### src/rtl/master_ctrl_pkg.sv
// master_ctrl_pkg
//   Shared definitions for the master FIFO control blocks (drain and fill).
//   Holds the FSM state encoding and the default systolic array dimensions.
//   No ports; imported with "import master_ctrl_pkg::*".
package master_ctrl_pkg;

  // Default systolic array geometry: rows equal weight FIFO depth,
  // columns equal the number of weight FIFOs.
  localparam int DEFAULT_SYS_ARR_ROWS = 16;
  localparam int DEFAULT_SYS_ARR_COLS = 16;

  // Control FSM states, encoding shared with the fill controller.
  typedef enum logic [1:0] {
    IDLE  = 2'd0,
    SHIFT = 2'd1,
    WRITE = 2'd2
  } ctrl_state_t;

endpackage

### src/rtl/master_drain_fifo_control.sv
// master_drain_fifo_control
//   Drains the filled weight FIFOs into the systolic array. A start request
//   pops every active column FIFO for SYS_ARR_ROWS cycles (shifting the
//   weights down the array), then pulses weight_write for one cycle so the
//   array latches them, then returns to idle.
//
// Optional feature macro: DRAIN_STALL_EN
//   When defined, a stall input is compiled in; stall=1 during SHIFT pauses
//   the drain (no pops, shift counter held).
//
// Ports
//   clk          input   rising-edge clock
//   reset        input   synchronous, active-high reset
//   start        input   request one drain (accepted only in IDLE)
//   num_col      input   active columns minus one, captured on accepted start
//   stall        input   pause drain (only with DRAIN_STALL_EN)
//   done         output  high while idle
//   fifo_en      output  per-column FIFO pop / shift enable
//   weight_write output  one-cycle pulse, array latches shifted weights
module master_drain_fifo_control
  import master_ctrl_pkg::*;
#(
  parameter int SYS_ARR_ROWS = DEFAULT_SYS_ARR_ROWS,
  parameter int SYS_ARR_COLS = DEFAULT_SYS_ARR_COLS
) (
  input  logic                            clk,
  input  logic                            reset,
  input  logic                            start,
  input  logic [$clog2(SYS_ARR_COLS)-1:0] num_col,
`ifdef DRAIN_STALL_EN
  input  logic                            stall,
`endif
  output logic                            done,
  output logic [SYS_ARR_COLS-1:0]         fifo_en,
  output logic                            weight_write
);

  localparam int NCW   = $clog2(SYS_ARR_COLS);
  localparam int CNT_W = $clog2(SYS_ARR_ROWS) + 1;

  localparam logic [SYS_ARR_COLS-1:0] ALL_COLS = '1;
  localparam logic [NCW-1:0]          MAX_COL  = NCW'(SYS_ARR_COLS - 1);
  localparam logic [CNT_W-1:0]        LAST_ROW = CNT_W'(SYS_ARR_ROWS - 1);

  ctrl_state_t              state;
  ctrl_state_t              next_state;
  logic [CNT_W-1:0]         shift_cnt;
  logic [NCW-1:0]           num_col_reg;
  logic                     stall_active;
  logic [SYS_ARR_COLS-1:0]  col_mask;

`ifdef DRAIN_STALL_EN
  assign stall_active = stall;
`else
  assign stall_active = 1'b0;
`endif

  // Low num_col_reg+1 bits set: one enable per active column.
  assign col_mask = ALL_COLS >> (MAX_COL - num_col_reg);

  // State register.
  always_ff @(posedge clk) begin
    if (reset) begin
      state <= IDLE;
    end else begin
      state <= next_state;
    end
  end

  // Shift counter and captured column count. The counter is cleared as the
  // FSM enters SHIFT so every drain starts from zero; num_col is only
  // sampled on the accepting edge so later changes cannot alter the mask.
  always_ff @(posedge clk) begin
    if (reset) begin
      shift_cnt   <= '0;
      num_col_reg <= '0;
    end else if (state == IDLE && start) begin
      shift_cnt   <= '0;
      num_col_reg <= num_col;
    end else if (state == SHIFT && !stall_active) begin
      shift_cnt <= shift_cnt + 1'b1;
    end
  end

  // Next-state logic. SHIFT ends on the edge closing its last non-stalled
  // cycle; start outside IDLE is simply not looked at, so nothing queues.
  always_comb begin
    next_state = state;
    unique case (state)
      IDLE:    if (start) next_state = SHIFT;
      SHIFT:   if (!stall_active && shift_cnt == LAST_ROW) next_state = WRITE;
      WRITE:   next_state = IDLE;
      default: next_state = IDLE;
    endcase
  end

  // Output decode. fifo_en is gated by stall so a paused cycle pops nothing;
  // fifo_en and weight_write come from disjoint states and never overlap.
  always_comb begin
    done         = (state == IDLE);
    weight_write = (state == WRITE);
    fifo_en      = '0;
    if (state == SHIFT && !stall_active) begin
      fifo_en = col_mask;
    end
  end

endmodule

### config.mk
export PLATFORM = sky130hd
export DESIGN_NAME = master_drain_fifo_control
export DESIGN_NICKNAME = d
export VERILOG_FILES = /design/src/rtl/master_ctrl_pkg.sv /design/src/rtl/master_drain_fifo_control.sv
export SDC_FILE = /design/constraint.sdc
export NUM_CORES = 1
export LEC_CHECK = 0
export BUFFER_PORTS_ARGS = -buffer_cell sky130_fd_sc_hd__buf_2
export CAP_MARGIN = 10
export CELL_PAD_IN_SITES_DETAIL_PLACEMENT = 0
export CELL_PAD_IN_SITES_GLOBAL_PLACEMENT = 1
export CORE_AREA = 2 2 52 54
export CTS_CLUSTER_SIZE = 25
export DETAILED_ROUTE_END_ITERATION = 10
export DIE_AREA = 0 0 54 56
export PLACE_DENSITY_LB_ADDON = 0.1
export SYNTH_ARGS = -nofsm -noshare
export SYNTH_HDL_FRONTEND = slang
export SYNTH_SLANG_ARGS = --single-unit
### constraint.sdc
create_clock -name clk -period 2.8 [get_ports clk]
set_input_delay 0.84 -clock clk [delete_from_list [all_inputs] [get_ports clk]]
set_output_delay 0.84 -clock clk [all_outputs]
set_load 0.01 [all_outputs]
==> results.md, run 1 <==
- Syn Inst Count: just under 80
- Setup CP Type: flop to output pin
- 1st-iter DRT viols: 5
- Met1 wire length: 673 µm
- Post-CTS Setup Bufs: 0
- First-pass detailed-route iteration total: 4
- Area Growth Syn to Fin: 29.1%
- Number of global-route vias before repair: ~570
- Die height: about 56 µm
- Ports: 25
- Mapped Area: just under 600 µm²
- Final setup fails: 0
- Relative slew margins: 74.1%
- TritonCTS clock tree: done
- Clk slew on worst S/H paths: about 0.070 ns
- Register area share after synthesis: approximately 37%
- RSZ-0062 raised after global routing: false
- Footprint of the multi-input gates: ~330 µm²
- DIE WIDTH: approximately 54 µm
- Top sig layer: met3
- FF+latch area: about 220 µm²
- H-tree levels: 1
- Initial Util: ~24%
- Placer Congestion: about 0.7
- Pwr dens: about 450 nW/µm²
- Core ar.: ~2400 µm²
- DIE AREA: slightly above 3000 µm²
- Overflow after GRT: 0
- Total GRT Usage: 11.7%
- Max-cap violations: 0
- FILL cells: approximately 290
- Hold path startpoint: shift_cnt[1]
- I/O Buffers: 24
- Post-route ant nets: 0
- Netlist cell types: 23
- FP Rows: 18
- Flops & latches, synth: 11
- DP HPWL: approximately 1100 µm
- Final worst path period share: between 80% and 90%
- Startpoint types: flop
- Final Core Density: a little under a third
- Most frequent cells in the layout: buf_2, nor2_1, dfxtp_1
- Clk_skew: 0.00382 ns
- Worst slew pin tran: 0.388 ns
- Post-DR wirelength/cell: 11.1 µm
- Cell count of the worst reg-to-reg path: 4
- DR vias/cell: between 4 and 5
- Met2 routed WL: 722 µm
- Worst Hold Class: flop to flop
- Resized cells post-CTS: 0
- Hold EP: shift_cnt[1]
- NumNets Final: about 110
- Fin crit period: 2.45 ns
- Max Slew Vio Count: 0
- Root Buffer: clkbuf_4
- Initial antenna violation count: 0
- Final wirelength: around 1500 µm
- Design Power: roughly 340 µW
- Endpoint class of the critical path: output pin
- Crit-path max FO: 12
- Detailed-route via count: around 590
- Ant. Diodes: 0
- Syn avg cell area: approximately 7.6 µm²
- Largest net degree at the start of global routing: 13
- Met3 WL: a little under 80 µm
- Peak VDD IR: 0.179 mV
- Layout cells sized above 1: 30.1%
- Leak pwr: between 0.0003 and 0.0004 µW
- Number of flip-flops in the largest register: 5
- Worst R2R End: shift_cnt[4]
- Critical Path RT: around 2.0 ns
- Cts bufs inserted: 3
- TNS Setup: 0 ns
- Clock sinks: 11
- DRC Markers: 0
- Crit path from: state[1]
- Hold_buf cts: 0
- First-pass GRT wire length: 2600 µm
- Synth Warn #: 0
- R2R Setup Slk: between 1.5 and 2 ns
- Hold Crit Depth: 2
- Fin. Hold Viols: 0
- Clock Latency Late Sink: 0.26 ns
- Most common cell after layout, fill and taps aside: buf_2
- Post-synth net total: between 80 and 90
- Worst Path Arrival: around 1.6 ns
- Fmax: roughly 410 MHz
- Deepest clock path buffer count: 2
- Launching point of the worst reg2reg path: shift_cnt[0]
- Status: completed
==> critical path, stage by stage (launching register included) <==
cell      delay [ns]
dfxtp_1         0.42
nand2b_2        0.29
inv_2           0.12
nand2_1         0.15
inv_1           0.06
and3_1          0.17
buf_2           0.13
==> per-layer routing <==
layer / GRT usage [%] / vias to the layer above
met3: 5.38 / 0
met4: 3.21 / 0
met5: 0 / -
met1: 14.3 / 271
li1: - / 308
met2: 18.1 / 14
==> cell usage after synthesis <==
master    instances  share of area [%]
a211oi_1          1                1.3
a21oi_1           9                7.6
and3_1            2                2.1
buf_2             1               0.85
clkbuf_1          2                1.3
dfxtp_1          11                 37
ha_1              2                4.2
inv_1             5                3.2
inv_2             1               0.64
mux2i_1           4                6.8
nand2_1           4                2.5
nand2b_2          1                1.5
nand3_1           3                2.5
nand3b_1          1                1.3
nor2_1           20                 13
nor2b_1           1                1.1
nor3_1            3                2.5
nor3b_4           1                3.2
o21ai_0           2                1.7
or2_4             1                1.5
or3_1             1                1.1
xnor2_1           1                1.5
xor2_1            1                1.5
==> per-stage QoR <==
step	setup slack [ns]	hold slack (ns)	cell area, µm²	cells
2_1_floorplan	0.870	0.450	589	78
3_3_place_gp	0.675	0.468	734	129
3_5_place_dp	0.620	0.467	734	129
4_1_cts	0.319	0.476	761	133
5_1_grt	0.171	0.506	761	133
6_report	0.350	0.477	761	133
==> logic make-up after synthesis <==
group,count (synthesis),synth area share (%)
AOI/OAI and AO/OA,12,10.6
xor gates and xnor gates,2,2.97
adders and majority gates,2,4.25
buffers and inverters,9,5.94
DFF,11,37.4
muxes,4,6.79
and+or+nand+nor,38,32.1
==> worst max path at each step <==
stage	end	cells after the start
3_5_place_dp	fifo_en[14]	6
2_1_floorplan	fifo_en[14]	5
6_report	fifo_en[14]	6
3_3_place_gp	fifo_en[14]	6
5_1_grt	fifo_en[14]	6
4_1_cts	fifo_en[14]	6
==> report_power, final <==
group          internal [µW]  leakage, µW  switching, µW
registers                164    0.0000898           12.9
logic                   25.2     0.000261           31.9
clock network           55.1    0.0000150           50.8
total                    244     0.000366           95.6
==> area by class of cell <==
| type | count | share of cell area, % |
|---|---|---|
| clock buffers | 4 | 3.45 |
| inverters | 6 | 2.96 |
| well taps | 30 | 4.93 |
| repair buffers | 24 | 15.8 |
| multi-input cells | 58 | 43.9 |
| flip-flops and latches | 11 | 28.9 |
Note: power is estimated with default switching activity, not from simulation.
==> run 2, diff against run 1 <==
==> constraint.sdc (replaced) <==
create_clock -name clk -period 2.8 [get_ports clk]
set_input_delay 0.84 -clock clk [delete_from_list [all_inputs] [get_ports clk]]
set_output_delay 0.84 -clock clk [all_outputs]
set_load 0.005 [all_outputs]
==> run 2 against run 1 <==
  * Global-route usage decreased by 0.84 points
  * Clock power about the same
  * Clock skew shrank 0.0016 ns
  * Critical path type unchanged
  * Largest power group unchanged
  * Highest routed layer unchanged
==> results.md, run 2 (synthesized netlist as in run 1, its figures left out) <==
- Cts bufs inserted: 3
- Cell count of the worst reg-to-reg path: 4
- Setup CP Type: flop to output pin
- 1st-iter DRT viols: 7
- Deepest clock path buffer count: 2
- I/O Buffers: 24
- Crit path from: state[1]
- Ports: 25
- Placed cell area: 734 µm²
- Buffers & Inverters on Critical Path: 3
- FILL cells: between 200 and 300
- Most common cell after layout, fill and taps aside: buf_2
- CP endpoint: fifo_en[14]
- Resized cells post-CTS: 0
- Final Core Density: between 30% and 40%
- Clock sinks: 11
- Worst R2R End: shift_cnt[4]
- DP HPWL: between 1000 and 1500 µm
- DIE AREA: 3020 µm²
- Worst path cell trace: nand2b_2, inv_2, nand2_1, inv_1, and3_1, buf_2
- Critical Path RT: around 2.0 ns
- TNS Setup: 0 ns
- Fin Hold WS: between 0.4 and 0.5 ns
- Placer Congestion: 0.699
- Ant. Diodes: 0
- H-tree levels: 1
- Fin crit period: 2.43 ns
- Status: completed
- Endpoint class of the critical path: output pin
- Placed insts: between 100 and 150
- Initial Util: approximately a quarter
- DRC Markers: 0
- Clk slew on worst S/H paths: approximately 0.07 ns
- Leak pwr: about 0.00037 µW
- Crit-path max FO: 12
- Number of global-route vias before repair: roughly 540
- Footprint of the multi-input gates: 334 µm²
- Detailed-route via count: roughly 600
- Initial antenna violation count: 0
- Fin. Hold Viols: 0
- Worst stage delay on the critical path: roughly 0.42 ns
- Clk_skew: 0.00224 ns
- Worst Path Arrival: roughly 1.6 ns
- Fmax: 412 MHz
- Startpoint types: flop
- Overflow after GRT: 0
- Total GRT Usage: a little over a tenth
- Max-cap violations: 0
- Area Growth Syn to Fin: 29.1%
- RSZ-0062 raised after global routing: false
- Relative slew margins: ~74%
- First-pass GRT wire length: 2420 µm
- CP max stage cell: dfxtp_1
- Final wirelength: ~1500 µm
- Largest net degree at the start of global routing: 13
- Worst slew pin tran: between 0.3 and 0.4 ns
- Core ar.: ~2400 µm²
- Largest delay contributor family on the critical path: simple AND/OR/NAND/NOR gates
- First-pass detailed-route iteration total: 4
- TritonCTS clock tree: done
- Layout cells sized above 1: a little under a third
- Most frequent cells in the layout: buf_2, nor2_1, dfxtp_1
- Launching point of the worst reg2reg path: shift_cnt[0]
- Post-DR wirelength/cell: 11.1 µm
- Levels on crit path: 6
- Post-route ant nets: 0
- DR vias/cell: 4.41
- R2R Setup Slk: 1.52 ns
- FF+latch area: between 200 and 250 µm²
- Hold_buf cts: 0
- Number of flip-flops in the largest register: 5
- Final worst path period share: between 80% and 90%
- FP Rows: 18
- Max Slew Vio Count: 0
- Die height: 56 µm
- Clock Latency Late Sink: 0.27 ns
- Pwr dens: around 450 nW/µm²
- Post-route cell area: roughly 760 µm²
- DIE WIDTH: approximately 54 µm
- Root Buffer: clkbuf_4
- Final Non-Filler Cells: between 100 and 150
- Peak VDD IR: around 0.17 mV
- NumNets Final: around 110
- Final setup fails: 0
- Post-CTS Setup Bufs: 0
- Worst Hold Class: flop to flop
## run 2: cell counts in the layout (fill, tap and decap cells not counted)
Identical to the previous run, type by type.
## run 2: where the power goes
group          leakage, µW  internal, µW  total (µW)  switching [µW]
combinational     0.000261          25.1        53.7            28.6
sequential       0.0000898           163         176            12.9
clock            0.0000150          55.1         109            53.6
total             0.000366           244         339            95.1
## run 2: routing by layer
| layer | up-vias | share of wire (%) | track usage, % |
|---|---|---|---|
| met2 | 15 | 46 | 16.9 |
| met3 | 0 | 6.0 | 5.11 |
| met1 | 262 | 48 | 13.5 |
| met4 | 0 | 0 | 2.14 |
| li1 | 309 | - | - |
| met5 | - | 0 | 0 |
## run 2: worst min-delay path by stage
stage | from | to | slack, ns | depth (start not counted)
floorplan | shift_cnt[1] | shift_cnt[1] | 0.45 | 2
global placement | shift_cnt[3] | shift_cnt[3] | 0.47 | 2
detailed placement | shift_cnt[1] | shift_cnt[1] | 0.47 | 2
CTS | shift_cnt[3] | shift_cnt[3] | 0.48 | 2
global route | shift_cnt[1] | shift_cnt[1] | 0.51 | 2
finish | shift_cnt[3] | shift_cnt[3] | 0.48 | 2
## run 2: stage by stage
stage / total power, µW / worst slack, ns
floorplan: 214 / 0.966
global placement: 235 / 0.689
detailed placement: 235 / 0.635
CTS: 344 / 0.337
global route: 361 / 0.144
finish: 339 / 0.372
## run 2: final cells by class
type,instances,area share (%)
well taps,30,4.93
clock buffers,4,3.45
repair buffers,24,15.8
inverters,6,2.96
multi-input cells,58,43.9
flip-flops and latches,11,28.9
## run 2: worst reg2reg max path, delay by kind of cell (launching register included)
kind / cells / cell delay (ns)
AO/OA/AOI/OAI: 1 / 0.18
adder cells (fa/ha/maj): 2 / 0.49
flip-flops: 1 / 0.34
AND/OR/NAND/NOR: 1 / 0.19
